`config.mk`:
```
export PLATFORM = sky130hd
export DESIGN_NAME = stress_scan_ctrl
export DESIGN_NICKNAME = d
export VERILOG_FILES = /design/src/rtl/stress_pkg.sv /design/src/rtl/stress_scan_ctrl_window_timer.sv /design/src/rtl/stress_scan_ctrl.sv
export SDC_FILE = /design/constraint.sdc
export NUM_CORES = 1
export LEC_CHECK = 0
export ABC_CLOCK_PERIOD_IN_PS = 4160
export CORE_UTILIZATION = 45
export CTS_BUF_LIST = sky130_fd_sc_hd__clkbuf_4
export DETAILED_ROUTE_END_ITERATION = 12
export GPL_ROUTABILITY_DRIVEN = 1
export PLACE_DENSITY_LB_ADDON = 0.1
export SYNTH_ARGS = -nofsm -noshare
export SYNTH_HDL_FRONTEND = slang
export SYNTH_SLANG_ARGS = --single-unit
```
`constraint.sdc`:
```
create_clock -name clk -period 4.16 [get_ports clk]
set_clock_uncertainty 0.2 [all_clocks]
set_input_delay 0.416 -clock clk [delete_from_list [all_inputs] [get_ports clk]]
set_output_delay 0.416 -clock clk [all_outputs]
set_load 0.01 [all_outputs]
```
`src/rtl/stress_pkg.sv`:
```
// ---------------------------------------------------------------------------
// stress_pkg
// Shared definitions for the three-sensor stress scan controller:
//   - state_t      : scan FSM encoding (IDLE / SAMPLE / EVAL)
//   - NUM_CH       : number of scanned sensor channels
//   - CH0..CH2     : channel index constants (also the samp_sel encoding)
//   - DEFAULT_THR  : reset threshold for an 8-bit datapath
//   - default_thr(): mid-scale reset threshold for any data width
// ---------------------------------------------------------------------------
package stress_pkg;

    typedef enum logic [1:0] {
        ST_IDLE   = 2'd0,
        ST_SAMPLE = 2'd1,
        ST_EVAL   = 2'd2
    } state_t;

    localparam int NUM_CH = 3;

    localparam logic [1:0] CH0 = 2'd0;
    localparam logic [1:0] CH1 = 2'd1;
    localparam logic [1:0] CH2 = 2'd2;

    localparam int DEFAULT_THR = 128;

    // Mid-scale value 2**(w-1) used as the reset threshold.
    function automatic int unsigned default_thr(input int unsigned w);
        return 32'd1 << (w - 1);
    endfunction

endpackage

```
`src/rtl/stress_scan_ctrl_window_timer.sv`:
```
// ---------------------------------------------------------------------------
// window_timer
// One coincidence-window timer. Reloads to WINDOW on load, otherwise counts
// down by one on each tick and parks at zero. A reload in the same cycle as
// a tick wins. open is high while the count is nonzero.
//
// Ports:
//   clk    in   system clock
//   reset  in   asynchronous, active-high; clears the count
//   tick   in   1 kHz decrement strobe
//   load   in   reload strobe (channel hit)
//   open   out  window open (count != 0), decoded from the register
// ---------------------------------------------------------------------------
module window_timer #(
    parameter int WIN_W  = 16,
    parameter int WINDOW = 6000
) (
    input  logic clk,
    input  logic reset,
    input  logic tick,
    input  logic load,
    output logic open
);

    logic [WIN_W-1:0] cnt_q;
    logic [WIN_W-1:0] cnt_d;

    always_comb begin
        cnt_d = cnt_q;
        if (load) begin
            cnt_d = WIN_W'(WINDOW);
        end else if (tick && (cnt_q != '0)) begin
            cnt_d = cnt_q - WIN_W'(1);
        end
    end

    always_ff @(posedge clk or posedge reset) begin
        if (reset) begin
            cnt_q <= '0;
        end else begin
            cnt_q <= cnt_d;
        end
    end

    assign open = (cnt_q != '0);

endmodule

```
`src/rtl/stress_scan_ctrl.sv`:
```
// ---------------------------------------------------------------------------
// stress_scan_ctrl
// Once per tick, scans sensors 0,1,2 through one shared sampler (req/valid),
// compares each sample with a programmable per-channel threshold and reloads
// that channel's coincidence-window timer on a hit. response is high while
// all three windows are open; alarm is derived from response.
//
// Sampler handshake: samp_req is high (with samp_sel stable) for every cycle
// the FSM is in SAMPLE. The sampler answers with a one-cycle samp_valid
// carrying samp_data; the request drops on the same edge that captures the
// data. samp_valid outside SAMPLE is ignored. If no answer arrives within
// TO_CYC cycles the sample is treated as a miss and samp_err pulses.
//
// Build option: STRESS_ALARM_STICKY_EN
//   defined   : alarm sets on response, clears on alarm_ack only while
//               response is low (set wins over ack).
//   undefined : alarm is response delayed by one register; alarm_ack unused.
//
// Ports:
//   clk, reset            clock; asynchronous active-high reset
//   tick                  1 kHz one-cycle strobe
//   enable                scan enable; low aborts a scan in progress
//   cfg_we/addr/wdata     threshold write (addr 3 is a no-op)
//   samp_req/sel          sample request and channel select
//   samp_valid/data       sample return
//   hit[2:0]              per-channel hit flags from the last evaluation
//   response              all three windows open
//   alarm, alarm_ack      alarm output and clear request
//   samp_err              one-cycle pulse on sampler timeout
//   overrun               one-cycle pulse on a tick while a scan is busy
//   dbg_state             current FSM state (state_t encoding)
// ---------------------------------------------------------------------------
module stress_scan_ctrl
    import stress_pkg::*;
#(
    parameter int DATA_W = 8,
    parameter int WIN_W  = 16,
    parameter int WINDOW = 6000,
    parameter int TO_CYC = 255
) (
    input  logic              clk,
    input  logic              reset,
    input  logic              tick,
    input  logic              enable,
    input  logic              cfg_we,
    input  logic [1:0]        cfg_addr,
    input  logic [DATA_W-1:0] cfg_wdata,
    output logic              samp_req,
    output logic [1:0]        samp_sel,
    input  logic              samp_valid,
    input  logic [DATA_W-1:0] samp_data,
    output logic [2:0]        hit,
    output logic              response,
    output logic              alarm,
    input  logic              alarm_ack,
    output logic              samp_err,
    output logic              overrun,
    output logic [1:0]        dbg_state
);

    localparam int TO_W = $clog2(TO_CYC + 1);
    // Last value of the wait counter before the timeout fires; the request
    // is therefore held for exactly TO_CYC cycles.
    localparam logic [TO_W-1:0] TO_LAST = TO_W'(TO_CYC - 1);
    localparam logic [DATA_W-1:0] THR_RST = DATA_W'(default_thr(DATA_W));

    state_t             state_q, state_d;
    logic [1:0]         ch_q, ch_d;
    logic [TO_W-1:0]    wait_q, wait_d;
    logic [DATA_W-1:0]  data_q, data_d;
    logic               got_q, got_d;      // captured sample is real (not a timeout)
    logic [2:0]         hit_q, hit_d;
    logic               samp_err_q, samp_err_d;
    logic               overrun_q, overrun_d;
    logic               alarm_q, alarm_d;
    logic [DATA_W-1:0]  thr_q [NUM_CH];
    logic [NUM_CH-1:0]  load;
    logic [NUM_CH-1:0]  win_open;

    // ---------------- scan FSM: next state ----------------
    always_comb begin
        state_d    = state_q;
        ch_d       = ch_q;
        wait_d     = wait_q;
        data_d     = data_q;
        got_d      = got_q;
        hit_d      = hit_q;
        samp_err_d = 1'b0;
        overrun_d  = tick && (state_q != ST_IDLE);
        load       = '0;

        case (state_q)
            ST_IDLE: begin
                if (enable && tick) begin
                    state_d = ST_SAMPLE;
                    ch_d    = CH0;
                    wait_d  = '0;
                end
            end

            ST_SAMPLE: begin
                if (!enable) begin
                    state_d = ST_IDLE;
                end else if (samp_valid) begin
                    data_d  = samp_data;
                    got_d   = 1'b1;
                    state_d = ST_EVAL;
                end else if (wait_q == TO_LAST) begin
                    got_d      = 1'b0;
                    samp_err_d = 1'b1;
                    state_d    = ST_EVAL;
                end else begin
                    wait_d = wait_q + TO_W'(1);
                end
            end

            ST_EVAL: begin
                if (!enable) begin
                    // Abort leaves hit flags and timers exactly as they were.
                    state_d = ST_IDLE;
                end else begin
                    for (int i = 0; i < NUM_CH; i++) begin
                        if (int'(ch_q) == i) begin
                            hit_d[i] = got_q && (data_q >= thr_q[i]);
                            load[i]  = got_q && (data_q >= thr_q[i]);
                        end
                    end
                    if (ch_q == CH2) begin
                        state_d = ST_IDLE;
                    end else begin
                        ch_d    = ch_q + 2'd1;
                        wait_d  = '0;
                        state_d = ST_SAMPLE;
                    end
                end
            end

            default: state_d = ST_IDLE;
        endcase
    end

    // ---------------- scan FSM: registers ----------------
    always_ff @(posedge clk or posedge reset) begin
        if (reset) begin
            state_q    <= ST_IDLE;
            ch_q       <= CH0;
            wait_q     <= '0;
            data_q     <= '0;
            got_q      <= 1'b0;
            hit_q      <= '0;
            samp_err_q <= 1'b0;
            overrun_q  <= 1'b0;
        end else begin
            state_q    <= state_d;
            ch_q       <= ch_d;
            wait_q     <= wait_d;
            data_q     <= data_d;
            got_q      <= got_d;
            hit_q      <= hit_d;
            samp_err_q <= samp_err_d;
            overrun_q  <= overrun_d;
        end
    end

    // ---------------- threshold registers ----------------
    always_ff @(posedge clk or posedge reset) begin
        if (reset) begin
            for (int i = 0; i < NUM_CH; i++) begin
                thr_q[i] <= THR_RST;
            end
        end else if (cfg_we) begin
            for (int i = 0; i < NUM_CH; i++) begin
                if (int'(cfg_addr) == i) begin
                    thr_q[i] <= cfg_wdata;
                end
            end
        end
    end

    // ---------------- coincidence windows ----------------
    for (genvar g = 0; g < NUM_CH; g++) begin : g_tmr
        window_timer #(
            .WIN_W  (WIN_W),
            .WINDOW (WINDOW)
        ) u_tmr (
            .clk   (clk),
            .reset (reset),
            .tick  (tick),
            .load  (load[g]),
            .open  (win_open[g])
        );
    end

    assign response = &win_open;

    // ---------------- alarm ----------------
`ifdef STRESS_ALARM_STICKY_EN
    always_comb begin
        alarm_d = alarm_q;
        if (response) begin
            alarm_d = 1'b1;
        end else if (alarm_ack) begin
            alarm_d = 1'b0;
        end
    end
`else
    logic unused_alarm_ack;
    assign unused_alarm_ack = alarm_ack;

    always_comb begin
        alarm_d = response;
    end
`endif

    always_ff @(posedge clk or posedge reset) begin
        if (reset) begin
            alarm_q <= 1'b0;
        end else begin
            alarm_q <= alarm_d;
        end
    end

    // ---------------- outputs ----------------
    assign samp_req  = (state_q == ST_SAMPLE);
    assign samp_sel  = ch_q;
    assign hit       = hit_q;
    assign alarm     = alarm_q;
    assign samp_err  = samp_err_q;
    assign overrun   = overrun_q;
    assign dbg_state = state_q;

endmodule

```
==> run summary <==
mux cell area share after synthesis - 6.29%
Synth Area in Compound Gates - 8.34%
Root Driver - clkbuf_4
starting DRC count in detailed routing - 133
Pwr Density - 516 mW/mm^2
Netlist cell types - 50
Final Setup Violations - 0
drt first pass iters - 4
Starting Density - 46.4%
Top-Level Pins - 37
Synth Net Count - 593
Post-synth EDFFs - 0
P&R area growth vs syn - 12.5%
core area - 0.0114 mm^2
Clock Latency Late Sink - 470 ps
Max Clock Freq - 0.280 GHz
syn avg cell area - 9.88 um^2
Worst VDD drop - 0.308 mV
register clock-pin slew on the reported worst setup and hold paths - 160 ps
slew margin rel. - 44.7%
nets - 635
RSZ-0062 raised after global routing - no
Port Buffers - 35
die height - 110 um
Final Hold Viols - 0
vias per cell - 5.44
TNS Setup - 0 ps
slowest CP cell - nor4_1
die area - 0.0122 mm^2
worst slew pin tran - 822 ps
number of global-route vias before repair - 3784
Resized Gates After CTS - 0
CP most frequent cell - nand2_1
Synth Area in Simple Gates - 21.3%
ANT nets after route - 0
pin count of the biggest net entering global routing - 60
WP depth - 6
Clock Path Buffers - 2
CP Launch Type - flop
final-report max-slew violation count - 0
total grt overflow - 0
Synth Area in XOR/XNOR - 5.95%
first-pass GRT wire length - 18100 um
Final Wtd Congestion - 0.771
status - finished clean
CP arrival - 2950 ps
worst path cell trace - nor4_1 > nand2_1 > or2_2 > nand2_1 > a21oi_1 > clkdlybuf4s50_1
Critical Path Sink Type - primary output
HPWL after DPL - 7510 um
CTS Hold Bufs - 0
maxcap violations - 0
ANT cells - 0
Setup CP Type - flop to primary output
sequential-to-total area share from yosys stat - 46.9%
largest family of logic cells by synthesized area - simple AND/OR/NAND/NOR gates
critical path peak fanout - 6
Num CTS Buffers - 9
CTS tree - built
Yosys reg bits - 99
WL final - 10300 um
Power, Total - 3.07 mW
drt wl/cell - 14.2 um
minimum clock period - 3570 ps
H-tree depth - 3
Clock Sinks - 99
period utilisation layout - 85.8%
vias - 3953
mapped cell area - 0.00530 mm^2
Crit path largest cell delay - 730 ps
layout cells sized above 1 - 10.5%
Largest delay share family, worst path - simple AND/OR/NAND/NOR gates
remaining routing DRC violations - 0
row cnt - 39
Die X - 110 um
# Post-CTS Setup Buffers - 0
synth warn - 0
Tot GR Track Use - 18.4%
synthesized instance count - 536
WP buf/inv - 1
r2r worst-path depth - 5
CP required - 3540 ps
adder-cell share of the synthesized area - 7.56%
Post-synth top flop - dfrtp_1
hold crit path type - input port to async pin
leakage power - 2.67 nW
FFs w/ async S/R, synth - 100%
final hold slack - 211 ps
initial antenna violation count - 0
-- power breakdown --
part	switching [mW]	internal, mW	total (mW)
registers	0.285	1.24	1.53
clock network	0.330	0.191	0.521
logic	0.534	0.488	1.02
-- stage by stage --
stage          cells  instance area [um^2]  utilization (%)  worst slack [ps]
4_1_cts          726                  5950             52.1               594
5_1_grt          726                  5950             52.1               361
3_3_place_gp     710                  5820             50.9              1170
3_5_place_dp     710                  5820             50.9              1160
2_1_floorplan    536                  5300                -               959
6_report         726                  5950             52.1               591
-- synth_stat cells, types with 2 or more instances --
library cell	count	area share [%]
nor3b_1	4	0.57
or4_1	8	1.1
a21oi_1	23	2.2
nand4_1	5	0.59
nand2_1	58	4.1
nand3_1	19	1.8
dfstp_2	3	1.5
inv_1	37	2.6
nor3_1	14	1.3
a311oi_1	4	0.66
a31oi_1	4	0.47
xnor2_1	16	2.6
nand4bb_1	2	0.43
buf_2	2	0.19
nor4_1	13	1.5
or2_2	4	0.47
ha_1	32	7.6
nor4b_1	3	0.50
nor2b_1	8	0.95
and4_1	2	0.33
o31ai_1	2	0.28
or3b_2	3	0.50
nor2_1	51	3.6
buf_6	2	0.43
mux2i_1	4	0.76
clkbuf_1	6	0.43
dfrtp_1	96	45
nand3b_1	4	0.57
mux2_2	26	5.5
a211oi_1	3	0.43
and3_1	2	0.24
o21ai_0	28	2.6
nand4b_1	3	0.50
nand2b_1	4	0.47
o211ai_1	3	0.43
xor2_1	20	3.3
and2_1	5	0.59
-- cell type report --
class,count,area [um^2]
fill,1096,5460
clock inverter,6,62.6
inverter,37,141
sequential,99,2480
multi-input combinational,390,2620
tap,143,179
timing repair buffer,41,395
clock buffer,10,75.1
-- final timing paths --
check	startpoint	end	slack (ps)
max in group asynchronous	reset	thr_q[19]	2770
hold reg to reg	wait_q[6]	wait_q[6]	300
hold / removal	reset	overrun	210
min in group clk	wait_q[6]	wait_q[6]	300
setup reg to reg	g_tmr[0].u_tmr.cnt_q[2]	g_tmr[0].u_tmr.cnt_q[8]	1630
setup / recovery	g_tmr[2].u_tmr.cnt_q[3]	response	590
-- placed cells by master (no fill, tap or decap), types with 5 or more instances in the layout --
| master | netlist | layout |
|---|---|---|
| nor3_1 | 14 | 14 |
| nand4_1 | 5 | 5 |
| nand3_1 | 19 | 19 |
| nor4_1 | 13 | 13 |
| ha_1 | 32 | 32 |
| xnor2_1 | 16 | 16 |
| mux2_2 | 26 | 26 |
| clkdlybuf4s50_1 | 0 | 35 |
| clkbuf_4 | 0 | 10 |
| buf_4 | 0 | 6 |
| xor2_1 | 20 | 20 |
| nor2_1 | 51 | 51 |
| nand2_1 | 58 | 58 |
| inv_1 | 37 | 36 |
| or4_1 | 8 | 8 |
| o21ai_0 | 28 | 28 |
| dfrtp_1 | 96 | 96 |
| nor2b_1 | 8 | 8 |
| a21oi_1 | 23 | 23 |
| and2_1 | 5 | 5 |
-- sequential cells by signal (all words and copies together), names as in the netlist --
name               cells
alarm                  1
data_q                 8
dbg_state              2
g_tmr.u_tmr.cnt_q     48
got_q                  1
hit                    3
overrun                1
samp_err               1
samp_sel               2
thr_q                 24
wait_q                 8
-- cells by family after synthesis --
group | count (synthesis)
compound gates | 75
xor+xnor | 36
simple gates | 217
mux | 30
buf+inv | 47
fa+ha+maj | 32
flops | 99
-- routing by layer --
metal	wire, um	up-vias	global-route usage, %
li1	-	1962	-
met1	4910	1931	23.9
met2	4960	50	29.7
met3	339	10	5.93
met4	124	0	4.71
met5	0	-	0
(Power assumes the default switching activity.)
